--- src/rtl/axil_pkg.sv ---
// Shared AXI-Lite definitions for the register-interface read and write sides.
package axil_pkg;

  localparam int unsigned AXIL_RESP_W = 2;
  localparam int unsigned AXIL_PROT_W = 3;

  localparam logic [AXIL_RESP_W-1:0] AXIL_RESP_OKAY   = 2'b00;
  localparam logic [AXIL_RESP_W-1:0] AXIL_RESP_SLVERR = 2'b10;

  typedef enum logic [1:0] {
    RD_IDLE = 2'd0,
    RD_REQ  = 2'd1,
    RD_RESP = 2'd2
  } axil_rd_state_e;

endpackage

--- src/rtl/axil_reg_if_rd_if.sv ---
// AXI-Lite read channel plus register-side read port, bundled for the read bridge.
interface axil_reg_if_rd_if
  import axil_pkg::*;
#(
  parameter int unsigned DATA_WIDTH = 32,
  parameter int unsigned ADDR_WIDTH = 32
);

  logic [ADDR_WIDTH-1:0]  s_axil_araddr;
  logic [AXIL_PROT_W-1:0] s_axil_arprot;
  logic                   s_axil_arvalid;
  logic                   s_axil_arready;
  logic [DATA_WIDTH-1:0]  s_axil_rdata;
  logic [AXIL_RESP_W-1:0] s_axil_rresp;
  logic                   s_axil_rvalid;
  logic                   s_axil_rready;

  logic [ADDR_WIDTH-1:0]  reg_rd_addr;
  logic                   reg_rd_en;
  logic [DATA_WIDTH-1:0]  reg_rd_data;
  logic                   reg_rd_wait;
  logic                   reg_rd_ack;

  modport slave (
    input  s_axil_araddr, s_axil_arprot, s_axil_arvalid, s_axil_rready,
    output s_axil_arready, s_axil_rdata, s_axil_rresp, s_axil_rvalid,
    output reg_rd_addr, reg_rd_en,
    input  reg_rd_data, reg_rd_wait, reg_rd_ack
  );

  modport master (
    output s_axil_araddr, s_axil_arprot, s_axil_arvalid, s_axil_rready,
    input  s_axil_arready, s_axil_rdata, s_axil_rresp, s_axil_rvalid,
    input  reg_rd_addr, reg_rd_en,
    output reg_rd_data, reg_rd_wait, reg_rd_ack
  );

endinterface

--- src/rtl/axil_reg_if_rd.sv ---
// AXI-Lite read slave bridging to a simple register read port, with a wait-aware
// response timeout that returns SLVERR when the register side never acknowledges.
module axil_reg_if_rd
  import axil_pkg::*;
#(
  parameter int unsigned DATA_WIDTH = 32,
  parameter int unsigned ADDR_WIDTH = 32,
  parameter int unsigned STRB_WIDTH = DATA_WIDTH / 8,
  parameter int unsigned TIMEOUT    = 4
) (
  input  logic             clk,
  input  logic             rst,
  axil_reg_if_rd_if.slave  bus
);

  localparam int unsigned        CNT_W    = $clog2(TIMEOUT);
  localparam logic [CNT_W-1:0]   CNT_LOAD = CNT_W'(TIMEOUT - 1);

  // Unsupported configurations are flagged by this named scope in the elaborated hierarchy.
  if ((STRB_WIDTH * 8 != DATA_WIDTH) || (TIMEOUT < 2)) begin : g_illegal_config
  end

  axil_rd_state_e              r_state;
  axil_rd_state_e              w_state_next;
  logic                        w_load;
  logic                        w_dec;
  logic                        w_done;
  logic                        w_timeout;

  logic                        r_arready;
  logic                        r_rd_en;
  logic                        r_rvalid;
  logic [DATA_WIDTH-1:0]       r_rdata;
  logic [AXIL_RESP_W-1:0]      r_rresp;
  logic [ADDR_WIDTH-1:0]       r_rd_addr;
  logic [CNT_W-1:0]            r_cnt;
  logic                        w_unused_arprot;

  assign w_unused_arprot = ^bus.s_axil_arprot;

  // Next-state: an ack always wins over an expiring counter.
  always_comb begin
    w_state_next = r_state;
    w_load       = 1'b0;
    w_dec        = 1'b0;
    w_done       = 1'b0;
    w_timeout    = 1'b0;
    case (r_state)
      RD_IDLE: begin
        if (bus.s_axil_arvalid && r_arready) begin
          w_state_next = RD_REQ;
          w_load       = 1'b1;
        end
      end
      RD_REQ: begin
        if (bus.reg_rd_ack) begin
          w_state_next = RD_RESP;
          w_done       = 1'b1;
        end else if (r_cnt == '0) begin
          w_state_next = RD_RESP;
          w_timeout    = 1'b1;
        end else if (!bus.reg_rd_wait) begin
          w_dec        = 1'b1;
        end
      end
      RD_RESP: begin
        if (bus.s_axil_rready) begin
          w_state_next = RD_IDLE;
        end
      end
      default: w_state_next = RD_IDLE;
    endcase
  end

  always_ff @(posedge clk) begin
    if (rst) begin
      r_state   <= RD_IDLE;
      r_arready <= 1'b1;
      r_rd_en   <= 1'b0;
      r_rvalid  <= 1'b0;
      r_rresp   <= AXIL_RESP_OKAY;
      r_rdata   <= '0;
    end else begin
      r_state   <= w_state_next;
      r_arready <= (w_state_next == RD_IDLE);
      r_rd_en   <= (w_state_next == RD_REQ);
      r_rvalid  <= (w_state_next == RD_RESP);
      if (w_done) begin
        r_rdata <= bus.reg_rd_data;
        r_rresp <= AXIL_RESP_OKAY;
      end else if (w_timeout) begin
        r_rdata <= '0;
        r_rresp <= AXIL_RESP_SLVERR;
      end
    end
  end

  // Address and timeout counter are only meaningful after an AR handshake.
  always_ff @(posedge clk) begin
    if (w_load) begin
      r_rd_addr <= bus.s_axil_araddr;
      r_cnt     <= CNT_LOAD;
    end else if (w_dec) begin
      r_cnt     <= r_cnt - CNT_W'(1);
    end
  end

  assign bus.s_axil_arready = r_arready;
  assign bus.s_axil_rvalid  = r_rvalid;
  assign bus.s_axil_rdata   = r_rdata;
  assign bus.s_axil_rresp   = r_rresp;
  assign bus.reg_rd_addr    = r_rd_addr;
  assign bus.reg_rd_en      = r_rd_en;

endmodule

--- src/flat_wrapper.sv ---
// flat-port wrapper written by rule: the top's interface ports become plain ports
module axil_reg_if_rd_flat import axil_pkg::*;
#(
  parameter int unsigned DATA_WIDTH = 32,
  parameter int unsigned ADDR_WIDTH = 32,
  parameter int unsigned STRB_WIDTH = DATA_WIDTH / 8,
  parameter int unsigned TIMEOUT    = 4
)
  (clk, rst, bus_s_axil_araddr, bus_s_axil_arprot, bus_s_axil_arvalid, bus_s_axil_rready, bus_s_axil_arready, bus_s_axil_rdata, bus_s_axil_rresp, bus_s_axil_rvalid, bus_reg_rd_addr, bus_reg_rd_en, bus_reg_rd_data, bus_reg_rd_wait, bus_reg_rd_ack);
  axil_reg_if_rd_if #(.DATA_WIDTH(DATA_WIDTH), .ADDR_WIDTH(ADDR_WIDTH)) bus_i ();
  input  logic clk;
  input  logic rst;
  input wire logic [$bits(bus_i.s_axil_araddr)-1:0] bus_s_axil_araddr;
  input wire logic [$bits(bus_i.s_axil_arprot)-1:0] bus_s_axil_arprot;
  input wire logic [$bits(bus_i.s_axil_arvalid)-1:0] bus_s_axil_arvalid;
  input wire logic [$bits(bus_i.s_axil_rready)-1:0] bus_s_axil_rready;
  output wire logic [$bits(bus_i.s_axil_arready)-1:0] bus_s_axil_arready;
  output wire logic [$bits(bus_i.s_axil_rdata)-1:0] bus_s_axil_rdata;
  output wire logic [$bits(bus_i.s_axil_rresp)-1:0] bus_s_axil_rresp;
  output wire logic [$bits(bus_i.s_axil_rvalid)-1:0] bus_s_axil_rvalid;
  output wire logic [$bits(bus_i.reg_rd_addr)-1:0] bus_reg_rd_addr;
  output wire logic [$bits(bus_i.reg_rd_en)-1:0] bus_reg_rd_en;
  input wire logic [$bits(bus_i.reg_rd_data)-1:0] bus_reg_rd_data;
  input wire logic [$bits(bus_i.reg_rd_wait)-1:0] bus_reg_rd_wait;
  input wire logic [$bits(bus_i.reg_rd_ack)-1:0] bus_reg_rd_ack;
  assign bus_i.s_axil_araddr = bus_s_axil_araddr;
  assign bus_i.s_axil_arprot = bus_s_axil_arprot;
  assign bus_i.s_axil_arvalid = bus_s_axil_arvalid;
  assign bus_i.s_axil_rready = bus_s_axil_rready;
  assign bus_s_axil_arready = bus_i.s_axil_arready;
  assign bus_s_axil_rdata = bus_i.s_axil_rdata;
  assign bus_s_axil_rresp = bus_i.s_axil_rresp;
  assign bus_s_axil_rvalid = bus_i.s_axil_rvalid;
  assign bus_reg_rd_addr = bus_i.reg_rd_addr;
  assign bus_reg_rd_en = bus_i.reg_rd_en;
  assign bus_i.reg_rd_data = bus_reg_rd_data;
  assign bus_i.reg_rd_wait = bus_reg_rd_wait;
  assign bus_i.reg_rd_ack = bus_reg_rd_ack;
  axil_reg_if_rd #(.DATA_WIDTH(DATA_WIDTH), .ADDR_WIDTH(ADDR_WIDTH), .STRB_WIDTH(STRB_WIDTH), .TIMEOUT(TIMEOUT)) u_core (.clk(clk), .rst(rst), .bus(bus_i));
endmodule
--- config.mk ---
export PLATFORM = sky130hd
export DESIGN_NAME = axil_reg_if_rd_flat
export DESIGN_NICKNAME = d
export VERILOG_FILES = /design/src/rtl/axil_pkg.sv /design/src/rtl/axil_reg_if_rd_if.sv /design/src/rtl/axil_reg_if_rd.sv /design/src/flat_wrapper.sv
export SDC_FILE = /design/constraint.sdc
export NUM_CORES = 1
export LEC_CHECK = 0
export ABC_AREA = 1
export BUFFER_PORTS_ARGS = -buffer_cell sky130_fd_sc_hd__buf_4
export CORE_MARGIN = 2
export CORE_UTILIZATION = 49
export DETAILED_ROUTE_END_ITERATION = 16
export GPL_TIMING_DRIVEN = 0
export PLACE_DENSITY = 0.88
export SYNTH_ARGS = -nofsm -noshare
export SYNTH_HDL_FRONTEND = slang
export SYNTH_SLANG_ARGS = --single-unit
--- constraint.sdc ---
create_clock -name clk -period 4.2 [get_ports clk]
set_clock_uncertainty 0.15 [all_clocks]
set_input_delay 0.21 -clock clk [delete_from_list [all_inputs] [get_ports clk]]
set_output_delay 0.21 -clock clk [all_outputs]
set_load 0.1 [all_outputs]
==> results.rst <==
.. list-table::
   :header-rows: 1

   * - Metric
     - Value
   * - Number of flops mapped to enable cells by yosys
     - 32
   * - Kind of critical path
     - reg2reg
   * - Type of the tightest min-delay check
     - in2reg
   * - Flip-flop and latch count after synthesis
     - ~70
   * - Max-cap violation count
     - 0
   * - Largest incremental delay on the critical path
     - about 570 ps
   * - Sequential cell area fraction in the yosys report
     - 61.6%
   * - CP top delay family
     - buffers and inverters
   * - Area Overhead vs Synth
     - 69.4%
   * - Leading post-synthesis cells by cell area
     - sky130_fd_sc_hd__edfxtp_1, sky130_fd_sc_hd__dfxtp_1, sky130_fd_sc_hd__nand3_2
   * - Detailed Route Iter0 Violations
     - 160
   * - Yosys cell types
     - 23
   * - Share of cells above drive strength 1
     - 49.1%
   * - Post-synth top area share
     - 33.6%
   * - Total GRT Usage
     - 27.8%
   * - RePlAce Congestion
     - 0.825
   * - Maximum number of pins on one net before global-route repair
     - 34
   * - Total negative slack for setup checks
     - 0 ps
   * - Synthesized Nets
     - 313
   * - Cell area after placement
     - between 3000 and 4000 µm²
   * - Fraction of synthesized cell area in xor and xnor cells
     - 0%
   * - Effective utilization at floorplan
     - between 50 and 60%
   * - Slew at the pin closest to its max-slew limit
     - between 900 and 1000 ps
   * - Total of buffers placed on input and output ports
     - between 100 and 150
   * - Final Critical Period
     - around 1900 ps
   * - Startpoint of the worst hold path
     - bus_reg_rd_ack
   * - Cell with the largest stage delay on the worst path
     - sky130_fd_sc_hd__dlygate4sd3_1
   * - Number of vias per cell after detailed routing
     - between 4 and 5
   * - Filler Cell Count
     - about 240
   * - Minimum setup slack among reg-to-reg paths
     - 2350 ps
   * - Number of slew-limit violations in the final report
     - 0
   * - Number of antenna violations at the first check in global routing
     - 2
   * - RSZ-0062 raised after global routing
     - no
   * - Run status
     - completed
   * - Wire length of the first global-routing pass
     - 13400 µm
   * - WHS Path Cells
     - 3
   * - Prevailing post-synth register cell
     - sky130_fd_sc_hd__dfxtp_1
   * - Register cell area after layout
     - 1760 µm²
   * - Post-Synth Simple-Gate Area
     - 19.7%
   * - Design Area, Final
     - 4840 µm²
   * - Chip Width
     - 80.4 µm
   * - # Post-CTS Setup Buffers
     - 0
   * - Leading cell types in the layout, fill and taps excluded
     - sky130_fd_sc_hd__buf_4, sky130_fd_sc_hd__dlygate4sd3_1, sky130_fd_sc_hd__nand2_1
   * - Dominant combinational cell family by area after synthesis
     - simple AND/OR/NAND/NOR gates
   * - Kind of start point of the critical path
     - flop
   * - Setup Viol. Count Final
     - 0
   * - Period utilisation layout
     - 44.1%
   * - Number of top-level pins
     - 142
   * - Max Fanout on Critical Path
     - 5
   * - Series of cell instances along the critical path
     - inv_1, ha_1, inv_1, nand2_1, nand2_2, nand2_1, a21oi_1, dlygate4sd3_1
   * - Synth warnings
     - 0
   * - Adder-Cell Fraction of Synth Area
     - less than 1%
   * - Max Buffers Root-to-Sink
     - 2
   * - Total of cells resized after clock tree synthesis
     - 0
   * - Area of the multi-input gates
     - 880 µm²
   * - Number of cell instances on the worst register-to-register path
     - 8
   * - CP endpoint kind
     - flop
   * - Lkg Pwr
     - 2.03 nW
   * - Number of buffers and inverters on the critical path
     - 3
   * - Vias in the first global route
     - 2650
   * - DIE HEIGHT
     - 80.4 µm
   * - Clock insertion delay at the later pin of the skew report
     - 330 ps
   * - Area of the core
     - ~5600 µm²
   * - Cts bufs inserted
     - 9
   * - Relative slew slack
     - 37.7%
   * - Average cell area after synthesis
     - 12.0 µm²
   * - Req. time, crit path
     - between 4000 and 5000 ps
   * - Root cell of the clock tree
     - sky130_fd_sc_hd__clkbuf_8
   * - Post-route ant nets
     - 0
   * - DRC violations left
     - 0
   * - Row count
     - 27
   * - Post-detailed-routing wire length
     - 8820 µm
   * - DR vias
     - ~2600
   * - Peak VDD IR
     - 0.000217 V
   * - Final #Nets
     - 524
   * - Complex-gate fraction of the synthesized area
     - 9.80%
   * - Clock transition at the registers of the reported paths
     - approximately 80 ps
   * - Mux share of post-synthesis cell area
     - 0%
   * - End point of the worst hold path
     - u_core.bus.s_axil_rdata[31]$_SDFFE_PP0P_
   * - Average detailed-routed wire length per instance
     - 16.7 µm
   * - Reg2Reg Capture Point
     - u_core.bus.s_axil_rdata[0]$_SDFFE_PP0P_
   * - Gate count of the mapped netlist
     - 238
   * - Die ar.
     - ~6500 µm²
   * - Router iterations before antenna repair
     - 4
   * - TritonCTS clock tree
     - built
   * - Fmax
     - 0.540 GHz
   * - Async SR Flop Fraction
     - 0%
   * - Final hold vios
     - 0
   * - PwrDens
     - about 420 nW/µm²
   * - Grt ovf
     - 0
   * - Reg-to-reg startpoint
     - u_core.r_cnt[0]$_SDFFE_PP1P_
   * - Arrival time of data at the critical path endpoint
     - 1970 ps
   * - Mapped Area
     - 2860 µm²
   * - Post-synthesis cell type with the largest combined area
     - sky130_fd_sc_hd__edfxtp_1
   * - Most common cell after layout, fill and taps aside
     - sky130_fd_sc_hd__buf_4
   * - Detailed Place HPWL
     - 5100 µm
   * - Sink Count
     - 72
   * - Maximum level of the CTS H-tree
     - 3
   * - Worst hold slack after final layout
     - 22.2 ps
==> stage by stage <==
stage          power [mW]  instances  utilization (%)  setup WS [ps]
2_1_floorplan        1.23        238                -           1100
3_3_place_gp         1.36        445             71.1           1310
3_5_place_dp         1.37        445             71.2           2440
4_1_cts              2.01        526             86.8           2380
5_1_grt              2.08        528             86.9           2210
6_report             2.02        528             86.9           2350
==> layer usage <==
layer | vias up | part of all wire [%] | global-route usage [%]
met1 | 1227 | 37 | 31.8
met4 | 0 | 2.3 | 10.5
met2 | 149 | 51 | 48.8
li1 | 1228 | - | -
met3 | 21 | 9.7 | 8.31
met5 | - | 0 | 0
==> sequential cells by signal, indices dropped and copies added (netlist names) <==
signal                     flops
u_core.bus.reg_rd_en           1
u_core.r_state                 2
u_core.bus.s_axil_rvalid       1
u_core.bus.reg_rd_addr        32
u_core.bus.s_axil_arready      1
u_core.bus.s_axil_rdata       32
u_core.r_cnt                   2
u_core.bus.s_axil_rresp        1
==> cell type report <==
class	count	share of cell area [%]
antenna	2	0.103
buffer	16	3.59
clock buffer	10	2.63
clock inverter	6	1.86
inverter	14	1.08
multi-input combinational	136	18.2
sequential	72	36.4
tap	72	1.86
timing repair buffer	200	34.3
==> cell families after synthesis <==
logic type | after synthesis
AO/OA/AOI/OAI | 35
adder cells (fa/ha/maj) | 2
flip-flops | 72
buffers and inverters | 30
AND/OR/NAND/NOR | 98
other | 1
==> worst max path at each step <==
stage / startpoint / endpoint / slack, ps / cells past startpoint
2_1_floorplan: u_core.bus.s_axil_arready$_SDFF_PP1_ / u_core.bus.reg_rd_addr[0]$_DFFE_PP_ / 1100 / 2
5_1_grt: u_core.r_cnt[0]$_SDFFE_PP1P_ / u_core.bus.s_axil_rdata[0]$_SDFFE_PP0P_ / 2210 / 8
4_1_cts: u_core.r_cnt[0]$_SDFFE_PP1P_ / u_core.bus.s_axil_rdata[0]$_SDFFE_PP0P_ / 2380 / 8
6_report: u_core.r_cnt[0]$_SDFFE_PP1P_ / u_core.bus.s_axil_rdata[0]$_SDFFE_PP0P_ / 2350 / 8
3_3_place_gp: u_core.r_state[1]$_SDFF_PP0_ / u_core.bus.reg_rd_addr[23]$_DFFE_PP_ / 1310 / 3
3_5_place_dp: u_core.r_state[1]$_SDFF_PP0_ / u_core.bus.reg_rd_addr[20]$_DFFE_PP_ / 2440 / 3
==> worst register-to-register path, stage by stage (launching register included) <==
cell and delay (ps):
sky130_fd_sc_hd__dfxtp_1 330, sky130_fd_sc_hd__inv_1 70, sky130_fd_sc_hd__ha_1 240, sky130_fd_sc_hd__inv_1 60, sky130_fd_sc_hd__nand2_1 70, sky130_fd_sc_hd__nand2_2 120
sky130_fd_sc_hd__nand2_1 60, sky130_fd_sc_hd__a21oi_1 130, sky130_fd_sc_hd__dlygate4sd3_1 570
==> where the power goes <==
| part | leakage (nW) | internal, mW | switching (mW) |
|---|---|---|---|
| sequential | 0.628 | 0.785 | 0.0203 |
| combinational | 1.29 | 0.175 | 0.431 |
| clock | 0.107 | 0.338 | 0.274 |
| total | 2.03 | 1.30 | 0.725 |
==> timing repair <==
item	CTS	global route
hold buffers	65	0
hold endpoints to repair	64	0
endpoints found under the setup margin	0	0
==> synthesized netlist by cell type, types with 2 or more instances <==
cell / number
sky130_fd_sc_hd__a21oi_1: 5
sky130_fd_sc_hd__a21oi_2: 28
sky130_fd_sc_hd__buf_12: 4
sky130_fd_sc_hd__buf_2: 2
sky130_fd_sc_hd__buf_4: 2
sky130_fd_sc_hd__clkbuf_1: 3
sky130_fd_sc_hd__clkbuf_8: 3
sky130_fd_sc_hd__dfxtp_1: 40
sky130_fd_sc_hd__edfxtp_1: 32
sky130_fd_sc_hd__ha_1: 2
sky130_fd_sc_hd__inv_1: 12
sky130_fd_sc_hd__inv_2: 2
sky130_fd_sc_hd__nand2_1: 47
sky130_fd_sc_hd__nand3_1: 9
sky130_fd_sc_hd__nand3_2: 27
sky130_fd_sc_hd__nand4_1: 2
sky130_fd_sc_hd__nor2_1: 11
sky130_fd_sc_hd__o21ai_0: 2
Power figures use the tool's default switching activity.
